### config.mk
export PLATFORM = sky130hd
export DESIGN_NAME = gestore_reset_rete
export DESIGN_NICKNAME = d
export VERILOG_FILES = /design/src/rtl/gestore_reset_rete_pkg.sv /design/src/rtl/gestore_reset_rete_watchdog.sv /design/src/rtl/gestore_reset_rete.sv
export SDC_FILE = /design/constraint.sdc
export NUM_CORES = 1
export LEC_CHECK = 0
export BUFFER_PORTS_ARGS = -buffer_cell sky130_fd_sc_hd__buf_2
export CAP_MARGIN = 20
export CORE_MARGIN = 2
export CORE_UTILIZATION = 44
export CTS_CLUSTER_DIAMETER = 100
export DETAILED_ROUTE_END_ITERATION = 7
export MAX_ROUTING_LAYER = met4
export PLACE_DENSITY_LB_ADDON = 0.2
export SKIP_LAST_GASP = 1
export SLEW_MARGIN = 20
export SYNTH_ARGS = -nofsm -noshare
export SYNTH_HDL_FRONTEND = slang
export SYNTH_SLANG_ARGS = --single-unit
### constraint.sdc
create_clock -name clk -period 1.7 [get_ports clk]
set_clock_uncertainty 0.2 [all_clocks]
set_input_delay 0.34 -clock clk [delete_from_list [all_inputs] [get_ports clk]]
set_output_delay 0.34 -clock clk [all_outputs]
set_load 0.02 [all_outputs]
### src/rtl/gestore_reset_rete_pkg.sv
// Shared types for the staged reset sequencer: FSM states, reset causes and
// the saturating trigger-counter helper.
package pkg_gestore_reset;

  typedef enum logic [1:0] {
    WAIT_LOCK = 2'd0,
    HOLD      = 2'd1,
    RELEASE   = 2'd2,
    RUN       = 2'd3
  } stato_t;

  typedef enum logic [1:0] {
    CAUSA_ACCENSIONE = 2'd0,
    CAUSA_LOCK       = 2'd1,
    CAUSA_CMD        = 2'd2,
    CAUSA_WD         = 2'd3
  } causa_t;

  localparam int CNT_W = 8;
  localparam logic [CNT_W-1:0] CNT_MAX = '1;

  function automatic logic [CNT_W-1:0] sat_inc(input logic [CNT_W-1:0] v);
    return (v == CNT_MAX) ? v : v + 1'b1;
  endfunction

endpackage

### src/rtl/gestore_reset_rete_watchdog.sv
// Activity watchdog: counts RUN cycles since the last kick and emits an expiry
// strobe (combinational, for the sequencer) plus a registered one-cycle flag.
module gestore_reset_watchdog #(
  parameter int WD_WIDTH = 24
) (
  input  logic                clk_i,
  input  logic                rst_i,
  input  logic                run_i,
  input  logic                en_i,
  input  logic                kick_i,
  input  logic [WD_WIDTH-1:0] timeout_i,
  output logic                expire_o,
  output logic                flag_o
);

  logic [WD_WIDTH-1:0] cnt_q, cnt_d;
  logic                flag_q, flag_d;
  logic                attivo;

  always_ff @(posedge clk_i or posedge rst_i) begin
    if (rst_i) begin
      cnt_q  <= '0;
      flag_q <= 1'b0;
    end else begin
      cnt_q  <= cnt_d;
      flag_q <= flag_d;
    end
  end

  // A kick in the expiry cycle suppresses the expiry.
  always_comb begin
    attivo   = run_i && en_i && (timeout_i != '0);
    expire_o = attivo && !kick_i && (cnt_q == timeout_i - 1'b1);
    flag_d   = expire_o;
    if (!attivo || kick_i || expire_o) cnt_d = '0;
    else                               cnt_d = cnt_q + 1'b1;
  end

  assign flag_o = flag_q;

endmodule

### src/rtl/gestore_reset_rete.sv
// Staged reset sequencer: merges lock loss, host command and watchdog triggers,
// holds all stages, then releases them in order. Watchdog built only when
// GESTORE_RESET_WATCHDOG_EN is defined.
module gestore_reset_rete
  import pkg_gestore_reset::*;
#(
  parameter int N_STAGE   = 3,
  parameter int HOLD_LEN  = 8,
  parameter int STAGE_GAP = 1,
  parameter int WD_WIDTH  = 24
) (
  input  logic                clk,
  input  logic                i_rst_g,
  input  logic                i_locked,
  input  logic                i_rst_cmd,
  input  logic                i_wd_en,
  input  logic                i_wd_kick,
  input  logic [WD_WIDTH-1:0] i_wd_timeout,
  output logic [N_STAGE-1:0]  od_rst,
  output logic                od_busy,
  output logic                od_wd_flag,
  output logic [1:0]          od_cause,
  output logic [CNT_W-1:0]    od_rst_count
);

  localparam int REL_LAST = (N_STAGE - 1) * STAGE_GAP;
  localparam int HOLD_W   = $clog2(HOLD_LEN + 1);
  localparam int REL_W    = $clog2(REL_LAST + 2);
  localparam logic [HOLD_W-1:0] HOLD_END = HOLD_W'(HOLD_LEN - 1);
  localparam logic [REL_W-1:0]  REL_END  = REL_W'(REL_LAST);

  logic               lock_meta_q, lock_s_q;
  stato_t             state_q, state_d;
  logic [HOLD_W-1:0]  hold_q, hold_d;
  logic [REL_W-1:0]   rel_q, rel_d;
  logic [N_STAGE-1:0] rst_q, rst_d;
  causa_t             cause_q, cause_d;
  logic [CNT_W-1:0]   cnt_q, cnt_d;
  logic               wd_expire;

`ifdef GESTORE_RESET_WATCHDOG_EN
  logic run_w;
  assign run_w = (state_q == RUN);

  gestore_reset_watchdog #(.WD_WIDTH(WD_WIDTH)) u_wd (
    .clk_i     (clk),
    .rst_i     (i_rst_g),
    .run_i     (run_w),
    .en_i      (i_wd_en),
    .kick_i    (i_wd_kick),
    .timeout_i (i_wd_timeout),
    .expire_o  (wd_expire),
    .flag_o    (od_wd_flag)
  );
`else
  logic unused_wd;
  assign unused_wd  = ^{i_wd_en, i_wd_kick, i_wd_timeout};
  assign wd_expire  = 1'b0;
  assign od_wd_flag = 1'b0;
`endif

  always_ff @(posedge clk or posedge i_rst_g) begin
    if (i_rst_g) begin
      lock_meta_q <= 1'b0;
      lock_s_q    <= 1'b0;
      state_q     <= WAIT_LOCK;
      hold_q      <= '0;
      rel_q       <= '0;
      rst_q       <= '1;
      cause_q     <= CAUSA_ACCENSIONE;
      cnt_q       <= '0;
    end else begin
      lock_meta_q <= i_locked;
      lock_s_q    <= lock_meta_q;
      state_q     <= state_d;
      hold_q      <= hold_d;
      rel_q       <= rel_d;
      rst_q       <= rst_d;
      cause_q     <= cause_d;
      cnt_q       <= cnt_d;
    end
  end

  always_comb begin
    state_d = state_q;
    hold_d  = hold_q;
    rel_d   = rel_q;
    cause_d = cause_q;
    cnt_d   = cnt_q;
    unique case (state_q)
      WAIT_LOCK: if (lock_s_q) begin
        state_d = HOLD;
        hold_d  = '0;
      end
      HOLD: if (hold_q == HOLD_END) begin
        state_d = RELEASE;
        rel_d   = '0;
      end else begin
        hold_d = hold_q + 1'b1;
      end
      RELEASE: if (rel_q == REL_END) state_d = RUN;
               else                  rel_d   = rel_q + 1'b1;
      RUN: ;
    endcase
    // Triggers override the normal progression; lock loss has top priority.
    if (state_q != WAIT_LOCK) begin
      if (!lock_s_q) begin
        state_d = WAIT_LOCK;
        cause_d = CAUSA_LOCK;
        cnt_d   = sat_inc(cnt_q);
      end else if (i_rst_cmd) begin
        state_d = HOLD;
        hold_d  = '0;
        cause_d = CAUSA_CMD;
        cnt_d   = sat_inc(cnt_q);
      end else if (wd_expire) begin
        state_d = HOLD;
        hold_d  = '0;
        cause_d = CAUSA_WD;
        cnt_d   = sat_inc(cnt_q);
      end
    end
    // Reset outputs are registered from the next state so they never glitch.
    rst_d = '1;
    if (state_d == RUN) begin
      rst_d = '0;
    end else if (state_d == RELEASE) begin
      for (int k = 0; k < N_STAGE; k++) rst_d[k] = (rel_d < REL_W'(k * STAGE_GAP));
    end
  end

  always_comb begin
    od_rst       = rst_q;
    od_busy      = (state_q != RUN);
    od_cause     = cause_q;
    od_rst_count = cnt_q;
  end

endmodule

==> results.txt <==
The count of nets left with antenna violations once routing finished came out at 0. The detailed router finished its first iteration with 29 violations. The summed instance area of the synthesized netlist came out at 1270 um2. In the final layout, flip-flops and latches occupy 579 um2. At the later pin of the worst-skew pair, clock insertion delay measures 320 ps. In the routed layout, each cell is associated on average with a via count of 5.20. The height of the chip is about 58 um.

By instance count, the leading cell after synthesis is dfrtp_1. The post-route standard cell area excluding fillers came out at 1640 um2. Each instance of the synthesized netlist takes up on average approximately 11 um2. For this run, the register share of the synthesized area comes to a little under half. The wire length reported by the detailed router came out at about 2500 um. The final reports fail on setup timing.

0 antenna diodes ended up in the layout. Counting instances in the post-synthesis netlist gives the leading cell types as 20 x dfrtp_1, 11 x inv_1, 10 x ha_1. The via count of the first global-routing pass was 1,030. The final-report max-slew violation count is 0. The length of the first detailed-routing pass in iterations is 4. The effective utilization at floorplan came out at ~46%. During placement, the flow inserted port buffers numbering 17.

Across all setup checks in the final design, the least slack found is -29.1 ps. The distinct cell type count of the synthesized netlist is 44. The type of origin of the critical path is a flop. The post-synthesis net count came out at 156. In this run the number of H-tree levels came out at 1. The number of placed instances with taps included came out at 175. The overall die width came out at a little under 60 um.

The maximum achievable frequency is 578 MHz. Walking the worst path, the cells encountered are buf_6, ha_4, inv_2, buf_6. For flop-to-flop paths, the worst setup slack is -20 ps.

The delay of the slowest cell on the worst path came out at 450 ps. Measured in cells, the most critical reg-to-reg path has a length of 5. The fraction of final layout cells sized beyond drive strength 1 is approximately 43%. STA classifies the critical path endpoint as an output pin. The number of buffers on the longest clock path is 2.

The overflow left after global routing came out at 0. The number of antenna violations at the first check in global routing came out at 0. Along the worst path, the maximum fanout reaches 3. The cell at the root of the clock tree is clkbuf_4.

The post-placement setup slack is -62.9 ps. Among all stages on the critical path, the largest delay is contributed by dfrtp_1. The flip-flop and latch count after synthesis is 23. The static leakage is 0.750 nW.

The fraction of registers with async set or reset after synthesis came out at 100%. The total number of nets in the final design is 194. The post-route DRC violation count is 0. In the post-synthesis netlist, the biggest area contributors are dfrtp_1 39%, ha_1 9.9%, dfstp_2 6.2%. The placed wire-length estimate after detailed placement is 1800 um. The number of warning messages in the yosys log came out at 0.

The pin count of the biggest net entering global routing came out at 24. The total power density per cell area came out at 1670 nW/um2. The combined buffer and inverter count along the critical path came out at 3. Cells fill 59.4% of the core in the end. The area overhead of the layout relative to synthesis is 29.2%.

Setup repair after global routing could not meet its margin everywhere. The worst hold endpoint is lock_s_q. The final period demand of the worst path came out at 1730 ps.

The global placement routability congestion is 0.796. The worst register-to-register path ends at od_rst_count[1]. The worst-case IR drop observed on VDD is 0.00101 V.

The initialized floorplan defines 19 standard-cell rows. The clock sink count is 23. The number of standard cells in the layout, taps in and fillers out is 184. The top-area cell type share of the netlist area came out at 39.4%. The CTS tree is yes.

The core area came out at 2760 um2. The average routed wire per standard cell is between 10 and 15 um. The cell count after synthesis is 116. The count of flip-flops with a built-in enable after synthesis is 0. The die covers 3330 um2. The critical path in this run is classified as flop to output pin. The number of buffers created by CTS is 3. The final-report hold violation count came out at 0. In the finished design, the share of the clock period the worst path needs comes to 102%. Global routing used 17.9% of the available tracks. The flip-flop cell with the highest count after synthesis is dfrtp_1.

The cell depth of the worst min-delay path is 0. The total I/O pin count is 45. Among cell families on the critical path, the largest total delay comes from flip-flops.

After detailed placement, the total cell area comes to between 1000 and 1500 um2. The startpoint identified for the worst hold timing path is lock_meta_q. The leading area contributor after synthesis is dfrtp_1. The clock edge transition at the registers on the reported setup and hold paths came out at 140 ps.

For the worst setup path, the data required time is ~1200 ps. Setup violations remaining at the end of the flow were counted as 5. The path class of the tightest hold or removal check is flop to flop.

The beginning of the worst register-to-register path is state_q[1]. The flow ran to the end, but the final reports show violations. The max capacitance violation total came out at 0.

The first global-routing pass estimated 4470 um of wire. The combined area of the multi-input logic cells is 706 um2. The most frequent cell on the critical path is buf_6. The count of fill cells added during filler insertion came out at 238. The data arrival time of the critical path came out at 1190 ps. Hold timing on the final database bottoms out at a slack of between 150 and 200 ps. Summing over every cut layer, the via total after detailed routing is between 900 and 1,000.
[worst register-to-register path, cell delays in order (launching register included)]
cell,delay (ps)
dfrtp_1,420
inv_1,130
ha_4,220
a21oi_4,240
o21ai_4,100
mux2_1,320
[registers in the layout (all words and copies together) (netlist names)]
register / cells
od_cause: 2
rel_q: 2
od_rst_count: 8
lock_meta_q: 1
hold_q: 4
od_rst: 3
lock_s_q: 1
state_q: 2
[layout make-up]
type	count	share of cell area, %
clock inverter	1	0.305
inverter	11	2.52
timing repair buffer	36	15.0
tap	31	2.37
clock buffer	3	1.37
multi-input combinational	79	43.1
sequential	23	35.3
[kinds of logic after synthesis]
| family | Yosys count | synth area share, % |
|---|---|---|
| AO/OA/AOI/OAI | 23 | 14.3 |
| XOR/XNOR | 8 | 5.52 |
| adder cells (fa/ha/maj) | 10 | 9.86 |
| buffers and inverters | 14 | 4.83 |
| flip-flops | 23 | 45.7 |
| multiplexers | 3 | 2.56 |
| other | 1 | 0.296 |
| AND/OR/NAND/NOR | 34 | 17.0 |
[metal layers]
layer	vias up	share of wire, %	wire (um)	track usage [%]
met5	-	0	0	-
met4	0	1.8	46	7.97
met3	4	2.3	57	2.68
met2	14	49	1220	28.7
met1	461	47	1180	22.6
li1	477	-	-	-
[report_power, final]
group          total [mW]  leakage [nW]  switching (mW)  internal (mW)
Combinational        1.56         0.452           0.799          0.760
Clock               0.264        0.0177           0.176         0.0880
Sequential          0.915         0.279           0.172          0.742
[how the worst max path moves through the flow]
stage	startpoint	slack, ps	cells after the start	end
2_1_floorplan	state_q[0]	10	6	od_rst_count[1]
3_3_place_gp	state_q[0]	-7	6	od_rst[1]
4_1_cts	state_q[0]	-30	4	od_busy
6_report	state_q[0]	-30	4	od_busy
3_5_place_dp	state_q[0]	-60	6	od_rst[1]
5_1_grt	state_q[1]	-120	6	od_rst[1]
[what timing repair did]
item	in CTS	in global routing
resized for setup	13	6
hold endpoints to repair	21	0
setup buffers	3	0
setup endpoints to repair	9	13
hold buffers	2	0
pin swaps	4	3
[per-stage QoR]
stage	setup TNS, ps	total power, mW
final	-78.5	2.74
after detailed placement	-126	2.31
after global placement	-6.52	2.26
after CTS	-61.0	2.71
after global routing	-991	2.96
after floorplan	0	1.82
[placed cells by master (no fill, tap or decap), drive strengths merged, types with 2 or more instances in the layout]
cell / instances
o211ai: 2
a21o: 2
nor2: 4
xnor2: 5
nand3: 6
nand2: 7
nor3: 4
a22oi: 3
dlygate4sd3: 2
and2: 2
ha: 10
clkbuf: 3
inv: 11
dfstp: 3
and3: 2
xor2: 3
dfrtp: 20
o21ai: 3
buf: 34
mux2: 2
nand4: 2
a21oi: 6
Note: power is estimated with default switching activity, not from simulation.
